--- config.mk ---
export PLATFORM = sky130hd
export DESIGN_NAME = hazard_scoreboard_unit_flat
export DESIGN_NICKNAME = d
export VERILOG_FILES = /design/src/rtl/hazard_scoreboard_unit_if.sv /design/src/rtl/hazard_scoreboard_unit.sv /design/src/flat_wrapper.sv
export SDC_FILE = /design/constraint.sdc
export NUM_CORES = 1
export LEC_CHECK = 0
export ABC_AREA = 1
export BUFFER_PORTS_ARGS = -buffer_cell sky130_fd_sc_hd__buf_2
export CAP_MARGIN = 5
export CORE_UTILIZATION = 57
export DETAILED_ROUTE_END_ITERATION = 7
export PLACE_DENSITY = 0.82
export RECOVER_POWER = 25
export SYNTH_ARGS = -nofsm -noshare
export SYNTH_HDL_FRONTEND = slang
export SYNTH_SLANG_ARGS = --single-unit
--- constraint.sdc ---
create_clock -name clk -period 3.68 [get_ports clk]
set_clock_uncertainty 0.05 [all_clocks]
set_input_delay 0.184 -clock clk [delete_from_list [all_inputs] [get_ports clk]]
set_output_delay 0.184 -clock clk [all_outputs]
set_load 0.02 [all_outputs]
--- src/rtl/hazard_scoreboard_unit_if.sv ---
// hazard_scoreboard_unit_if: pipeline-register and scoreboard signals between the datapath and the hazard unit
interface hazard_scoreboard_unit_if #(
    parameter int NUM_REGS        = 32,
    parameter int MAX_OUTSTANDING = 4,
    parameter int CNT_W           = 32
);
    localparam int ADDR_W = $clog2(NUM_REGS);
    localparam int OUT_W  = $clog2(MAX_OUTSTANDING + 1);
    logic [ADDR_W-1:0]   Rs1D, Rs2D, RdD, Rs1E, Rs2E, RdE, RdM, RdW, LongDoneRd;
    logic                RegWriteD, LongOpD, BranchD, RegWriteE, ResultSrcE, PCSrcE;
    logic                RegWriteM, ResultSrcM, RegWriteW, LongDoneValid;
    logic [1:0]          ForwardAE, ForwardBE;
    logic                ForwardAD, ForwardBD, StallF, StallD, FlushD, FlushE;
    logic [NUM_REGS-1:0] PendingMask;
    logic [OUT_W-1:0]    Outstanding;
    logic [CNT_W-1:0]    StallCount, FlushCount;
    modport master (
        output Rs1D, Rs2D, RdD, Rs1E, Rs2E, RdE, RdM, RdW, LongDoneRd,
               RegWriteD, LongOpD, BranchD, RegWriteE, ResultSrcE, PCSrcE,
               RegWriteM, ResultSrcM, RegWriteW, LongDoneValid,
        input  ForwardAE, ForwardBE, ForwardAD, ForwardBD, StallF, StallD, FlushD, FlushE,
               PendingMask, Outstanding, StallCount, FlushCount
    );
    modport slave (
        input  Rs1D, Rs2D, RdD, Rs1E, Rs2E, RdE, RdM, RdW, LongDoneRd,
               RegWriteD, LongOpD, BranchD, RegWriteE, ResultSrcE, PCSrcE,
               RegWriteM, ResultSrcM, RegWriteW, LongDoneValid,
        output ForwardAE, ForwardBE, ForwardAD, ForwardBD, StallF, StallD, FlushD, FlushE,
               PendingMask, Outstanding, StallCount, FlushCount
    );
endinterface

--- src/rtl/hazard_scoreboard_unit.sv ---
// hazard_scoreboard_unit: forwarding, stall/flush control, long-op scoreboard and saturating event counters
module hazard_scoreboard_unit #(
    parameter int NUM_REGS        = 32,
    parameter int MAX_OUTSTANDING = 4,
    parameter int CNT_W           = 32
) (
    input logic clk,
    input logic rst,
    hazard_scoreboard_unit_if.slave hz
);
    localparam int OUT_W = $clog2(MAX_OUTSTANDING + 1);
    localparam logic [OUT_W-1:0] OUT_MAX = OUT_W'(MAX_OUTSTANDING);
    localparam logic [OUT_W-1:0] OUT_ONE = OUT_W'(1);
    localparam logic [CNT_W-1:0] CNT_ONE = CNT_W'(1);

    logic [NUM_REGS-1:0] pend_q, pend_d;
    logic [OUT_W-1:0]    out_q, out_d;
    logic [CNT_W-1:0]    stall_cnt_q, stall_cnt_d, flush_cnt_q, flush_cnt_d;
    logic lwstall, branchstall, sbstall, fullstall, stall, stall_f, flush_e, done, issue, inc, dec;

    always_comb begin
        hz.ForwardAE = (hz.RegWriteM && hz.Rs1E != '0 && hz.RdM == hz.Rs1E) ? 2'b10 :
                       (hz.RegWriteW && hz.Rs1E != '0 && hz.RdW == hz.Rs1E) ? 2'b01 : 2'b00;
        hz.ForwardBE = (hz.RegWriteM && hz.Rs2E != '0 && hz.RdM == hz.Rs2E) ? 2'b10 :
                       (hz.RegWriteW && hz.Rs2E != '0 && hz.RdW == hz.Rs2E) ? 2'b01 : 2'b00;
        hz.ForwardAD = hz.RegWriteM && hz.Rs1D != '0 && hz.RdM == hz.Rs1D;
        hz.ForwardBD = hz.RegWriteM && hz.Rs2D != '0 && hz.RdM == hz.Rs2D;
    end

    // x0 is never marked pending, so the scoreboard terms need no explicit x0 guard
    always_comb begin
        done        = hz.LongDoneValid && hz.LongDoneRd != '0 && pend_q[hz.LongDoneRd];
        lwstall     = hz.RegWriteE && hz.ResultSrcE && hz.RdE != '0 &&
                      (hz.RdE == hz.Rs1D || hz.RdE == hz.Rs2D);
        branchstall = hz.BranchD &&
                      ((hz.RegWriteE && hz.RdE != '0 && (hz.RdE == hz.Rs1D || hz.RdE == hz.Rs2D)) ||
                       (hz.ResultSrcM && hz.RdM != '0 && (hz.RdM == hz.Rs1D || hz.RdM == hz.Rs2D)));
        sbstall     = pend_q[hz.Rs1D] || pend_q[hz.Rs2D] || (hz.RegWriteD && pend_q[hz.RdD]);
        fullstall   = hz.LongOpD && hz.RegWriteD && out_q == OUT_MAX && !done;
        stall       = lwstall || branchstall || sbstall || fullstall;
        stall_f     = stall && !hz.PCSrcE;
        flush_e     = stall || hz.PCSrcE;
        issue       = hz.RegWriteD && hz.LongOpD && hz.RdD != '0 && !stall && !hz.PCSrcE;
    end

    assign hz.StallF = stall_f;
    assign hz.StallD = stall_f;
    assign hz.FlushD = hz.PCSrcE;
    assign hz.FlushE = flush_e;

    // clear first so a same-register issue wins over the completion
    always_comb begin
        pend_d = pend_q;
        if (done) pend_d[hz.LongDoneRd] = 1'b0;
        if (issue) pend_d[hz.RdD] = 1'b1;
        dec         = done && out_q != '0;
        inc         = issue && (out_q != OUT_MAX || dec);
        out_d       = (inc && !dec) ? out_q + OUT_ONE : (dec && !inc) ? out_q - OUT_ONE : out_q;
        stall_cnt_d = (stall_f && !(&stall_cnt_q)) ? stall_cnt_q + CNT_ONE : stall_cnt_q;
        flush_cnt_d = ((hz.PCSrcE || flush_e) && !(&flush_cnt_q)) ? flush_cnt_q + CNT_ONE : flush_cnt_q;
    end

    always_ff @(posedge clk or posedge rst) begin
        if (rst) begin
            pend_q      <= '0;
            out_q       <= '0;
            stall_cnt_q <= '0;
            flush_cnt_q <= '0;
        end else begin
            pend_q      <= pend_d;
            out_q       <= out_d;
            stall_cnt_q <= stall_cnt_d;
            flush_cnt_q <= flush_cnt_d;
        end
    end

    assign hz.PendingMask = pend_q;
    assign hz.Outstanding = out_q;
    assign hz.StallCount  = stall_cnt_q;
    assign hz.FlushCount  = flush_cnt_q;
endmodule

--- src/flat_wrapper.sv ---
// flat-port wrapper written by rule: the top's interface ports become plain ports
module hazard_scoreboard_unit_flat 
#(
    parameter int NUM_REGS        = 32,
    parameter int MAX_OUTSTANDING = 4,
    parameter int CNT_W           = 32
)
  (clk, rst, hz_Rs1D, hz_Rs2D, hz_RdD, hz_Rs1E, hz_Rs2E, hz_RdE, hz_RdM, hz_RdW, hz_LongDoneRd, hz_RegWriteD, hz_LongOpD, hz_BranchD, hz_RegWriteE, hz_ResultSrcE, hz_PCSrcE, hz_RegWriteM, hz_ResultSrcM, hz_RegWriteW, hz_LongDoneValid, hz_ForwardAE, hz_ForwardBE, hz_ForwardAD, hz_ForwardBD, hz_StallF, hz_StallD, hz_FlushD, hz_FlushE, hz_PendingMask, hz_Outstanding, hz_StallCount, hz_FlushCount);
  hazard_scoreboard_unit_if #(.NUM_REGS(NUM_REGS), .MAX_OUTSTANDING(MAX_OUTSTANDING), .CNT_W(CNT_W)) hz_i ();
  input logic clk;
  input logic rst;
  input wire logic [$bits(hz_i.Rs1D)-1:0] hz_Rs1D;
  input wire logic [$bits(hz_i.Rs2D)-1:0] hz_Rs2D;
  input wire logic [$bits(hz_i.RdD)-1:0] hz_RdD;
  input wire logic [$bits(hz_i.Rs1E)-1:0] hz_Rs1E;
  input wire logic [$bits(hz_i.Rs2E)-1:0] hz_Rs2E;
  input wire logic [$bits(hz_i.RdE)-1:0] hz_RdE;
  input wire logic [$bits(hz_i.RdM)-1:0] hz_RdM;
  input wire logic [$bits(hz_i.RdW)-1:0] hz_RdW;
  input wire logic [$bits(hz_i.LongDoneRd)-1:0] hz_LongDoneRd;
  input wire logic [$bits(hz_i.RegWriteD)-1:0] hz_RegWriteD;
  input wire logic [$bits(hz_i.LongOpD)-1:0] hz_LongOpD;
  input wire logic [$bits(hz_i.BranchD)-1:0] hz_BranchD;
  input wire logic [$bits(hz_i.RegWriteE)-1:0] hz_RegWriteE;
  input wire logic [$bits(hz_i.ResultSrcE)-1:0] hz_ResultSrcE;
  input wire logic [$bits(hz_i.PCSrcE)-1:0] hz_PCSrcE;
  input wire logic [$bits(hz_i.RegWriteM)-1:0] hz_RegWriteM;
  input wire logic [$bits(hz_i.ResultSrcM)-1:0] hz_ResultSrcM;
  input wire logic [$bits(hz_i.RegWriteW)-1:0] hz_RegWriteW;
  input wire logic [$bits(hz_i.LongDoneValid)-1:0] hz_LongDoneValid;
  output wire logic [$bits(hz_i.ForwardAE)-1:0] hz_ForwardAE;
  output wire logic [$bits(hz_i.ForwardBE)-1:0] hz_ForwardBE;
  output wire logic [$bits(hz_i.ForwardAD)-1:0] hz_ForwardAD;
  output wire logic [$bits(hz_i.ForwardBD)-1:0] hz_ForwardBD;
  output wire logic [$bits(hz_i.StallF)-1:0] hz_StallF;
  output wire logic [$bits(hz_i.StallD)-1:0] hz_StallD;
  output wire logic [$bits(hz_i.FlushD)-1:0] hz_FlushD;
  output wire logic [$bits(hz_i.FlushE)-1:0] hz_FlushE;
  output wire logic [$bits(hz_i.PendingMask)-1:0] hz_PendingMask;
  output wire logic [$bits(hz_i.Outstanding)-1:0] hz_Outstanding;
  output wire logic [$bits(hz_i.StallCount)-1:0] hz_StallCount;
  output wire logic [$bits(hz_i.FlushCount)-1:0] hz_FlushCount;
  assign hz_i.Rs1D = hz_Rs1D;
  assign hz_i.Rs2D = hz_Rs2D;
  assign hz_i.RdD = hz_RdD;
  assign hz_i.Rs1E = hz_Rs1E;
  assign hz_i.Rs2E = hz_Rs2E;
  assign hz_i.RdE = hz_RdE;
  assign hz_i.RdM = hz_RdM;
  assign hz_i.RdW = hz_RdW;
  assign hz_i.LongDoneRd = hz_LongDoneRd;
  assign hz_i.RegWriteD = hz_RegWriteD;
  assign hz_i.LongOpD = hz_LongOpD;
  assign hz_i.BranchD = hz_BranchD;
  assign hz_i.RegWriteE = hz_RegWriteE;
  assign hz_i.ResultSrcE = hz_ResultSrcE;
  assign hz_i.PCSrcE = hz_PCSrcE;
  assign hz_i.RegWriteM = hz_RegWriteM;
  assign hz_i.ResultSrcM = hz_ResultSrcM;
  assign hz_i.RegWriteW = hz_RegWriteW;
  assign hz_i.LongDoneValid = hz_LongDoneValid;
  assign hz_ForwardAE = hz_i.ForwardAE;
  assign hz_ForwardBE = hz_i.ForwardBE;
  assign hz_ForwardAD = hz_i.ForwardAD;
  assign hz_ForwardBD = hz_i.ForwardBD;
  assign hz_StallF = hz_i.StallF;
  assign hz_StallD = hz_i.StallD;
  assign hz_FlushD = hz_i.FlushD;
  assign hz_FlushE = hz_i.FlushE;
  assign hz_PendingMask = hz_i.PendingMask;
  assign hz_Outstanding = hz_i.Outstanding;
  assign hz_StallCount = hz_i.StallCount;
  assign hz_FlushCount = hz_i.FlushCount;
  hazard_scoreboard_unit #(.NUM_REGS(NUM_REGS), .MAX_OUTSTANDING(MAX_OUTSTANDING), .CNT_W(CNT_W)) u_core (.clk(clk), .rst(rst), .hz(hz_i));
endmodule
==> out/results.ini <==
[run_status]
outcome=finished with violations
violations=max-capacitance violations, max-slew violations

[synthesis]
synth_top_family_by_area=simple AND/OR/NAND/NOR gates
yosysSeqAreaShare=0.3033
avgSynthCellArea_um2=6.216
synthAdderAreaFrac=0.007047
ys_warn_count=0
yosys.area.top_type_share=0.3033
synth_xor_area_frac=0.07184
ys_types=43
synthSimpleGateAreaFrac=0.4573
synthTopCellsByArea=dfrtp_1 (30%), nand2_1 (23%), nand3_1 (7.5%)
synth_compound_area_frac=0.06388
synth_mux_area_frac=0.001379
synth-main-ff-cell=dfrtp_1
synth_edf_count=0
async_reset_ff_frac=1.000
ys_seq_elements=99
synthCells=1314
yosysTopAreaCell=dfrtp_1
syn_nets=1375
synthesis.area_um2=8168

[cts]
cts_setup_buffers=0
cts-resized-gates=0
clk_latency_ns=0.36
h-tree-depth=3
tritoncts=yes
hold_buffers=0
clock_path_buffers=2
path_clk_slew_ns=0.07
root_buffer=clkbuf_16
numCtsBuffers=9
clock_sinks=99

[pwr]
internal_power_mw=2.039
sw_frac_of_total=0.3957
seqPwrFrac=0.412
irDropWorstVdd_mv=0.3992
p_leak_nw=5.094
finalPower_mw=3.374
clkPwrFrac=0.282
combPwrFrac=0.306
powerDensity_nw_per_um2=361.4
netSwitchingPower_mw=1.335

[timing]
worst_slew_pin_slew_ns=3.046
hold_ws_ns=0.2766
period_share=0.8095
fin_ws_ns=0.7011
finalSetupViolCount=0
hold_violations=0
tns_ns=0
max_freq_mhz=335.7
slew_headroom=-1.033
drv_slew=81
rsz0062_at_grt=no
period_needed_ns=2.979

[routing]
dr.pass1.iters=6
wl_per_cell_um=15.29
route.detailed.drc=0
detail_route.vias_per_cell=5.684
wl_um=25070
final_antenna_net_count=0
vias=9316
drt_iter0_drc=973

[final_layout]
seq_area_um2=2477
final_nets=1515
nFillCells=1342
drive_gt1_frac=0.1556
syn_to_final_growth_pct=14.31
multiInputGateArea_um2=4912
insertedDiodeCount=0
layout_common_cells=nand2_1 (509), buf_2 (164), nand3_1 (123)
final_common_cell=nand2_1
layoutNonFillerInstCount=1639

[worst_setup_path]
path_class=reg2out
worst_setup_path_end_kind=primary output
critical_path_arrival_ns=2.74
required_ns=3.45
cp_max_fo=25
startpoint_type=flip-flop

[global_routing]
grt_pass1_vias=8126
grt.met2_usage=0.5547
met1_usage=0.4515
grt_start_max_net_pins=81
met3_usage=0.05009
grt_pass1_wl_um=40060
grt_remaining_overflow=0
grt_antenna_before_repair=0
grt_usage=0.3434
busiest_layer=met2

[place]
pre_cts_ws_ns=0.5909
hpwlAfterDp_um=18080
place_congestion=0.9658
portBuffers=165
placed_cells=1623

[hold_path]
hp-class=in2reg

[die]
fp.dieH_um=121.7
fp.dieArea_um2=14810
core_um2=13930
initial_core_util=0.5862
rows=43
io_pins=166
fp.dieW_um=121.7

[flow_run]
cap_violations=1

[power by group through the flow]
stage	clock, mW	combinational, mW	sequential [mW]
CTS	0.965	1.03	1.38
detailed placement	0	1.02	1.40
finish	0.951	1.03	1.39
global route	1.01	1.15	1.40
global placement	0	1.01	1.40
floorplan	0	0.611	1.48
[state kept, by name, indices dropped and copies added, names as in the netlist]
register	cells
u_core.hz.Outstanding	3
u_core.hz.StallCount	32
u_core.hz.PendingMask	32
u_core.hz.FlushCount	32
[routing by layer]
metal,vias up,part of all wire
met5,-,0
met3,85,0.074
met4,0,0.039
met2,443,0.46
met1,4258,0.42
li1,4530,-
[through the flow]
step	instance area [µm²]	util
2_1_floorplan	8168	-
3_3_place_gp	9044	0.6490
3_5_place_dp	9044	0.6490
4_1_cts	9340	0.6703
5_1_grt	9336	0.6700
6_report	9336	0.6700
[critical path, cell delays in order (launching register included)]
cell	delay [ns]
dfrtp_1	0.53
o211ai_1	0.25
nand2_1	0.08
nand2_1	0.06
nand2_1	0.04
inv_1	0.04
nand2_1	0.06
nand2_1	0.06
nand2_1	0.05
nor2_2	0.26
nand3_4	0.32
buf_4	0.32
nand2_1	0.08
inv_1	0.05
buf_2	0.15
[cells by family (layout without fill, tap and decap cells)]
group,after synthesis,in the layout
flip-flops,99,99
AND/OR/NAND/NOR,871,871
multiplexers,1,1
buffers and inverters,180,325
XOR/XNOR,67,67
AO/OA/AOI/OAI,92,92
adder cells (fa/ha/maj),4,4
[path summary, 6_finish.rpt]
check / cells past startpoint / to / slack, ns / start
setup / recovery: 14 / hz_StallD / 0.70 / u_core.hz.PendingMask[2]
hold / removal: 4 / u_core.hz.PendingMask[1] / 0.28 / hz_PCSrcE
setup reg to reg: 17 / u_core.hz.Outstanding[2] / 0.71 / u_core.hz.PendingMask[2]
hold reg to reg: 0 / u_core.hz.PendingMask[0] / 0.43 / u_core.hz.PendingMask[0]
max in group asynchronous: 2 / u_core.hz.FlushCount[16] / 0.98 / rst
min in group asynchronous: 2 / u_core.hz.StallCount[6] / 0.87 / rst
[cells in the mapped netlist (2+ instances only)]
cell type / number
nor3_1: 41
nand4_1: 51
xnor2_1: 28
a221oi_1: 3
nor4b_1: 2
nor3b_1: 2
o21ai_0: 46
inv_1: 108
dfrtp_1: 99
o2111ai_1: 2
ha_1: 3
o211ai_1: 10
buf_6: 6
buf_4: 9
buf_1: 3
xor2_1: 39
nand2_1: 509
nor2_1: 112
clkinv_1: 2
a21oi_1: 13
buf_2: 19
clkbuf_1: 15
inv_2: 18
nor2_2: 4
nand3_1: 123
nand2_2: 4
nor4_1: 13
and3_1: 4
o21ai_1: 12
[layout make-up]
class                   count  area share
clock buffers              11     0.02707
clock inverters             5    0.004690
inverters                 128     0.05146
multi-input cells        1035      0.5261
flip-flops and latches     99      0.2653
well taps                 180     0.02412
repair buffers            181      0.1012
No activity file was read; power rests on OpenSTA's default activity.
